### src/rtl/clkdiv_monitor.sv
// Divided-clock checker: measures period/high time of async sig_in in clk cycles and tracks lock.
// Optional DUTY_CHECK_EN macro: lock also requires the measured high time to equal expect_hi.
module clkdiv_monitor #(
  parameter int CNT_W       = 8,
  parameter int LOCK_CNT    = 4,
  parameter int SYNC_STAGES = 2
) (
  input  logic             clk,
  input  logic             rstn,
  input  logic             sig_in,
  input  logic [CNT_W-1:0] expect_div,
  input  logic [CNT_W-1:0] expect_hi,
  input  logic             clr,
  output logic [CNT_W-1:0] period,
  output logic [CNT_W-1:0] high_time,
  output logic             meas_valid,
  output logic             locked,
  output logic             err,
  output logic             timeout
);

  localparam logic [CNT_W-1:0] CNT_MAX  = '1;
  localparam int               MC_W     = $clog2(LOCK_CNT + 1);
  localparam logic [MC_W-1:0]  LOCK_VAL = MC_W'(LOCK_CNT);

  typedef enum logic {IDLE, MEAS} state_t;

  state_t                 state;
  logic [SYNC_STAGES-1:0] sync_q;
  logic                   s, s_d;
  logic                   rise, fall;
  logic [CNT_W-1:0]       per_cnt, hi_cnt, hi_lat;
  logic [MC_W-1:0]        match_cnt, match_cnt_nxt;
  logic                   match;

  always_ff @(posedge clk or negedge rstn) begin
    if (!rstn) begin
      sync_q <= '0;
      s_d    <= 1'b0;
    end else begin
      sync_q <= {sync_q[SYNC_STAGES-2:0], sig_in};
      s_d    <= s;
    end
  end

  assign s    = sync_q[SYNC_STAGES-1];
  assign rise = s & ~s_d;
  assign fall = ~s & s_d;

  always_ff @(posedge clk or negedge rstn) begin
    if (!rstn) begin
      per_cnt <= '0;
      hi_cnt  <= '0;
      hi_lat  <= '0;
    end else begin
      if (rise)
        per_cnt <= CNT_W'(1);
      else if (per_cnt != CNT_MAX)
        per_cnt <= per_cnt + 1'b1;

      if (rise)
        hi_cnt <= CNT_W'(1);
      else if (s && hi_cnt != CNT_MAX)
        hi_cnt <= hi_cnt + 1'b1;

      if (fall)
        hi_lat <= hi_cnt;
    end
  end

  // A period of 0 or 1 is physically impossible, so those expectations never match.
  always_comb begin
    match = (per_cnt == expect_div) && (expect_div > CNT_W'(1));
`ifdef DUTY_CHECK_EN
    match = match && (hi_lat == expect_hi);
`endif
  end

`ifndef DUTY_CHECK_EN
  logic unused_expect_hi;
  assign unused_expect_hi = ^expect_hi;
`endif

  always_comb begin
    match_cnt_nxt = '0;
    if (match)
      match_cnt_nxt = (match_cnt == LOCK_VAL) ? LOCK_VAL : match_cnt + 1'b1;
  end

  always_ff @(posedge clk or negedge rstn) begin
    if (!rstn) begin
      state      <= IDLE;
      period     <= '0;
      high_time  <= '0;
      meas_valid <= 1'b0;
      match_cnt  <= '0;
      locked     <= 1'b0;
      err        <= 1'b0;
      timeout    <= 1'b0;
    end else begin
      meas_valid <= 1'b0;
      // Clear first so a same-cycle set event below takes priority.
      if (clr) begin
        err     <= 1'b0;
        timeout <= 1'b0;
      end
      case (state)
        IDLE: begin
          if (rise)
            state <= MEAS;
        end
        MEAS: begin
          if (rise) begin
            period     <= per_cnt;
            high_time  <= hi_lat;
            meas_valid <= 1'b1;
            match_cnt  <= match_cnt_nxt;
            locked     <= (match_cnt_nxt == LOCK_VAL);
            if (!match && locked)
              err <= 1'b1;
          end else if (per_cnt == CNT_MAX) begin
            timeout   <= 1'b1;
            locked    <= 1'b0;
            match_cnt <= '0;
            state     <= IDLE;
          end
        end
        default: state <= IDLE;
      endcase
    end
  end

endmodule

### config.mk
export PLATFORM = sky130hd
export DESIGN_NAME = clkdiv_monitor
export DESIGN_NICKNAME = d
export VERILOG_FILES = /design/src/rtl/clkdiv_monitor.sv
export SDC_FILE = /design/constraint.sdc
export NUM_CORES = 1
export LEC_CHECK = 0
export BUFFER_PORTS_ARGS = -buffer_cell sky130_fd_sc_hd__buf_2
export CORE_UTILIZATION = 45
export CTS_BUF_LIST = sky130_fd_sc_hd__clkbuf_4
export CTS_CLUSTER_DIAMETER = 50
export DETAILED_ROUTE_END_ITERATION = 12
export PLACE_DENSITY = 0.66
export SLEW_MARGIN = 10
export SYNTH_ARGS = -nofsm -noshare
export SYNTH_HDL_FRONTEND = slang
export SYNTH_SLANG_ARGS = --single-unit
### constraint.sdc
create_clock -name clk -period 2.7 [get_ports clk]
set_input_delay 0.405 -clock clk [delete_from_list [all_inputs] [get_ports clk]]
set_output_delay 0.405 -clock clk [all_outputs]
set_load 0.03 [all_outputs]
==> out/results.ini, run 1 <==
[job]
maxCapViolations=0

[route]
vias=1550
wl_per_cell_um=13.7
drc_errors=0
drt_wl_total_mm=4.01
first_pass_iters=5
drtIter0Drc=52
viasPerCell=5.29
postRouteAntennaNets=0

[cts]
hold_buffers=0
clkLatencyLatePin_ns=0.36
cts_resized=0
clock_path_buffers=2
clock_sinks=51
htreeDepth=2
numCtsBuffers=5
postCtsSetupRepairBufs=0
clk_pin_slew_worst_paths_ns=0.14
cts_root_buf=clkbuf_4
cts_tree=done

[die]
die_h_um=73.5
fp.dieW_um=73.5
num_rows=25
start_util=0.478
core-area_mm2=0.00482
num_io_pins=40
die_area_mm2=0.00540

[sta]
hold_violations=0
clock_skew_ns=0.0211
slew_headroom=0.447
finalCritPeriodShare=0.617
worst_slew_pin_slew_ns=0.827
setup_viol=0
setup_tns_ns=0
clock.fmax_mhz=600
grt_setup_unrepaired=no
slew_viol_final=0
layout_min_cycle_time_ns=1.67

[grt]
overflow=0
grt_antenna_before_repair=0
grt_max_degree=29
grt_pass1_wl_mm=6.96
gr-usage-all-layers=0.170
grt_pass1_vias=1477

[power_and_ir_drop]
ir_drop_v=0.000400
power.density_mw_per_mm2=638
leakage_nw=1.25

[synthesis]
synth_most_common_cell=dfrtp_1
netlist_area_mm2=0.00230
async_flop_share=1.00
ys.flop_type=dfrtp_1
yosysTopAreaCellShare=0.555
synth_seq_cells=51
synthCells=195
ys.warnings.count=0
synth_top_cell_by_area=dfrtp_1
synth_area_leaders=dfrtp_1, mux2_2, xor2_1
yosys-top-cells-count=dfrtp_1, mux2_2, nand2_1, xor2_1, o21ai_0
syn_nets=219
ys_types=40
synth_edf_count=0
avgSynthCellArea_um2=11.8
seq_area_frac_synth=0.555

[worst_setup_path]
path_max_fanout=20
reg2regPathDepth=5
ff2ff_setup_slack_ns=1.03
start_kind=flip-flop
crit_path_end_kind=flip-flop
r2r-end=locked
r2r_start=sync_q[1]
worst-endpoint-required_ns=2.95
path_class=reg2reg
crit_arrival_ns=1.92

[worst_hold_path]
hold_path.class=in2async

[outcome]
status=complete, no violations

[final_layout]
drive_gt1_frac=0.292
areaGrowthSynthToFinish_pct=11.0
fin_nets=249
diodes=0
final_area_mm2=0.00255

[place]
dpl_cell_area_mm2=0.00250
hpwl_mm=2.91
place.gp.congestion=0.796
io_buffers=31

==> cell type report <==
class,instances,area (um2)
Clock buffer,6,45.0
Multi-Input combinational cell,128,941
Clock inverter,2,12.5
Tap cell,67,83.8
Sequential cell,51,1280
Inverter,5,18.8
Fill cell,455,2260
Timing Repair Buffer,34,178
==> registers in the layout (all words and copies together), names as in the netlist, 2 cells and up <==
signal,cells
hi_cnt,8
hi_lat,8
high_time,8
per_cnt,8
period,8
match_cnt,3
sync_q,2
==> power breakdown <==
part | internal, mW | total (mW) | switching [mW]
Combinational | 0.135 | 0.342 | 0.207
Clock | 0.112 | 0.339 | 0.228
Sequential | 0.854 | 0.949 | 0.0946
Total | 1.10 | 1.63 | 0.529
==> worst max-delay path, cell delays in order, from the launching register on <==
cell     delay [ns]
dfrtp_1        0.52
and3b_1        0.28
buf_4          0.24
a21oi_1        0.34
nand2_1        0.12
o41ai_2        0.06
==> cell usage in the layout (no fill, tap or decap), types with 2 or more instances in the layout <==
| cell | n |
|---|---|
| nor3_1 | 3 |
| or4_1 | 2 |
| buf_2 | 31 |
| nand4_1 | 3 |
| xor2_1 | 10 |
| nand3b_1 | 2 |
| clkbuf_4 | 6 |
| ha_1 | 4 |
| mux2i_1 | 2 |
| nor2_1 | 7 |
| mux2_2 | 22 |
| o21ai_0 | 9 |
| a21oi_1 | 8 |
| nand2b_1 | 2 |
| nand3_1 | 8 |
| nor4_1 | 3 |
| inv_1 | 5 |
| xnor2_1 | 2 |
| nand2_1 | 17 |
| and4_1 | 4 |
| buf_4 | 3 |
| a31oi_1 | 2 |
| o211ai_1 | 2 |
| dfrtp_1 | 51 |
==> logic make-up after synthesis <==
logic type	Yosys count	synth area share
compound gates	31	0.0908
xor+xnor	12	0.0457
fa+ha+maj	4	0.0218
buf+inv	16	0.0364
flops	51	0.555
mux	24	0.116
simple gates	57	0.134
==> how the worst max path moves through the flow <==
stage	from	to	slack [ns]	depth (start not counted)
5_1_grt	sync_q[1]	match_cnt[1]	0.87	5
3_3_place_gp	expect_div[7]	locked	1.04	5
6_report	sync_q[1]	locked	1.03	5
4_1_cts	sync_q[1]	locked	1.04	5
3_5_place_dp	expect_div[7]	locked	1.07	5
2_1_floorplan	per_cnt[0]	per_cnt[1]	1.23	6
==> layer usage <==
metal / share of wire / GRT usage / vias up
met4: 0.013 / 0.0641 / 0
met5: 0 / 0 / -
met2: 0.45 / 0.259 / 31
met1: 0.50 / 0.240 / 750
met3: 0.030 / 0.0329 / 5
li1: - / - / 764
==> stage by stage <==
stage          cells   util  power [mW]  worst slack [ns]  hold WS [ns]
4_1_cts          293  0.530        1.66              1.04        0.0405
6_report         293  0.530        1.63              1.03        0.0337
5_1_grt          293  0.530        1.73             0.874        0.0582
3_3_place_gp     285  0.518        1.30              1.04         0.334
3_5_place_dp     285  0.518        1.31              1.07         0.361
2_1_floorplan    195      -        1.21              1.23         0.109
No activity file was read; power rests on OpenSTA's default activity.
==> run 2, diff against run 1 <==
Settings changed: PLACE_DENSITY 0.66 to 0.69.
Clock period 2.7 ns to 1.35 ns, I/O delays scaled along.
==> out/results.ini, run 2 (synthesized netlist as in run 1, its figures left out) <==
[sta]
clock_skew_ns=0.00957
hold_violations=0
grt_setup_unrepaired=yes
clock.fmax_mhz=663
fin_hold_ws_ns=0.0908
slew_headroom=0.669
setup_viol=8
worst_slew_pin_slew_ns=0.496
layout_min_cycle_time_ns=1.51
layout_setup_ws_ns=-0.158
finalCritPeriodShare=1.12
slew_viol_final=0
setup_tns_ns=-0.571

[worst_setup_path]
worst-endpoint-required_ns=1.62
cp_slowest_cell=dfrtp_1
crit_path_end_kind=flip-flop
crit_arrival_ns=1.78
max_stage_delay_ns=0.43
r2r-end=locked
path_depth=4
r2r_start=per_cnt[4]
path_max_fanout=3
path_class=reg2reg
path_buf_inv=0
worstPathCellList=xor2_1 -> nor4_2 -> nand3_2 -> o41ai_2
ff2ff_setup_slack_ns=-0.16
cp_top_family=simple AND/OR/NAND/NOR gates
start_kind=flip-flop
reg2regPathDepth=4

[die]
core-area_mm2=0.00482
num_io_pins=40
die_area_mm2=0.00540
start_util=0.478
fp.dieW_um=73.5
num_rows=25
die_h_um=73.5

[power_and_ir_drop]
power_switching_mw=1.18
p_clk_frac=0.185
leakage_nw=1.54
power_mw=3.62
p_int_mw=2.44
power.density_mw_per_mm2=1150
seqPwrFrac=0.516
ir_drop_v=0.000782
swShare=0.326
p_comb_frac=0.299

[cts]
clock_sinks=51
clock_path_buffers=2
htreeDepth=2
clk_pin_slew_worst_paths_ns=0.14
numCtsBuffers=5
clkLatencyLatePin_ns=0.37
cts_tree=done
cts_root_buf=clkbuf_4

[final_layout]
multi_input_area_mm2=0.00113
layout_commonest_cell=dfrtp_1
fin_nets=293
final_area_mm2=0.00314
fill_cells=381
areaGrowthSynthToFinish_pct=36.3
seq_area_mm2=0.00128
diodes=0
layout_common_cells=dfrtp_1, buf_4, buf_2, nand2_1, mux2_4
drive_gt1_frac=0.489

[grt]
overflow=0
grt_antenna_before_repair=0
grt_max_degree=20
grt_pass1_vias=1723
grt_pass1_wl_mm=7.99
gr-usage-all-layers=0.197

[route]
wl_per_cell_um=15.0
first_pass_iters=4
drc_errors=0
drt_wl_total_mm=5.07
viasPerCell=5.26
postRouteAntennaNets=0
vias=1773
drtIter0Drc=98

[place]
hpwl_mm=3.22
place.gp.congestion=0.900
dpl_cell_area_mm2=0.00277
place_ws_ns=-0.181
io_buffers=31

[worst_hold_path]
hold_end=timeout
hp-start=clr
hold_depth=3
hold_path.class=in2reg

[outcome]
status=finished with violations
violations=setup timing

[job]
maxCapViolations=0

==> run 2: power by group through the flow <==
stage          registers, mW  clock network (mW)  logic [mW]
6_report                1.87               0.669        1.08
5_1_grt                 1.89               0.755        1.18
4_1_cts                 1.85               0.691       0.961
3_5_place_dp            1.88                   0       0.905
3_3_place_gp            1.88                   0       0.890
2_1_floorplan           2.02                   0       0.422
==> run 2: per-layer routing <==
layer | part of all wire | track usage | vias to the layer above
met5 | 0 | 0 | -
met4 | 0.018 | 0.0748 | 0
met3 | 0.034 | 0.0453 | 13
met2 | 0.49 | 0.315 | 42
met1 | 0.46 | 0.261 | 866
li1 | - | - | 852
==> run 2: stage by stage <==
| stage | cells | utilization |
|---|---|---|
| 3_3_place_gp | 314 | 0.575 |
| 2_1_floorplan | 195 | - |
| 3_5_place_dp | 314 | 0.575 |
| 4_1_cts | 330 | 0.609 |
| 6_report | 337 | 0.651 |
| 5_1_grt | 337 | 0.651 |
==> run 2: area by class of cell <==
type,instances,share of cell area
sequential,51,0.408
inverter,5,0.00598
multi-input combinational,128,0.362
clock inverter,2,0.00239
clock buffer,6,0.0144
timing repair buffer,78,0.180
tap,67,0.0267
==> run 2: worst max-delay path by stage <==
stage                          start     end
after floorplan           per_cnt[3]  locked
after global placement    per_cnt[1]  locked
after detailed placement  per_cnt[0]  locked
after CTS                 per_cnt[4]  locked
after global routing      per_cnt[5]  locked
final                     per_cnt[4]  locked
==> run 2: worst register-to-register path: cells and delay by family, from the launching register on <==
| family | cells | cell delay (ns) |
|---|---|---|
| xor gates and xnor gates | 1 | 0.17 |
| DFF | 1 | 0.43 |
| AOI/OAI and AO/OA | 1 | 0.33 |
| and+or+nand+nor | 2 | 0.47 |
==> run 2: repair_timing <==
item,4_1_cts,5_1_grt
endpoints found under the setup margin,31,28
setup buffers,6,7
hold endpoints to repair,18,0
hold buffers,2,0
pin swaps,10,9
gates resized for setup,19,32
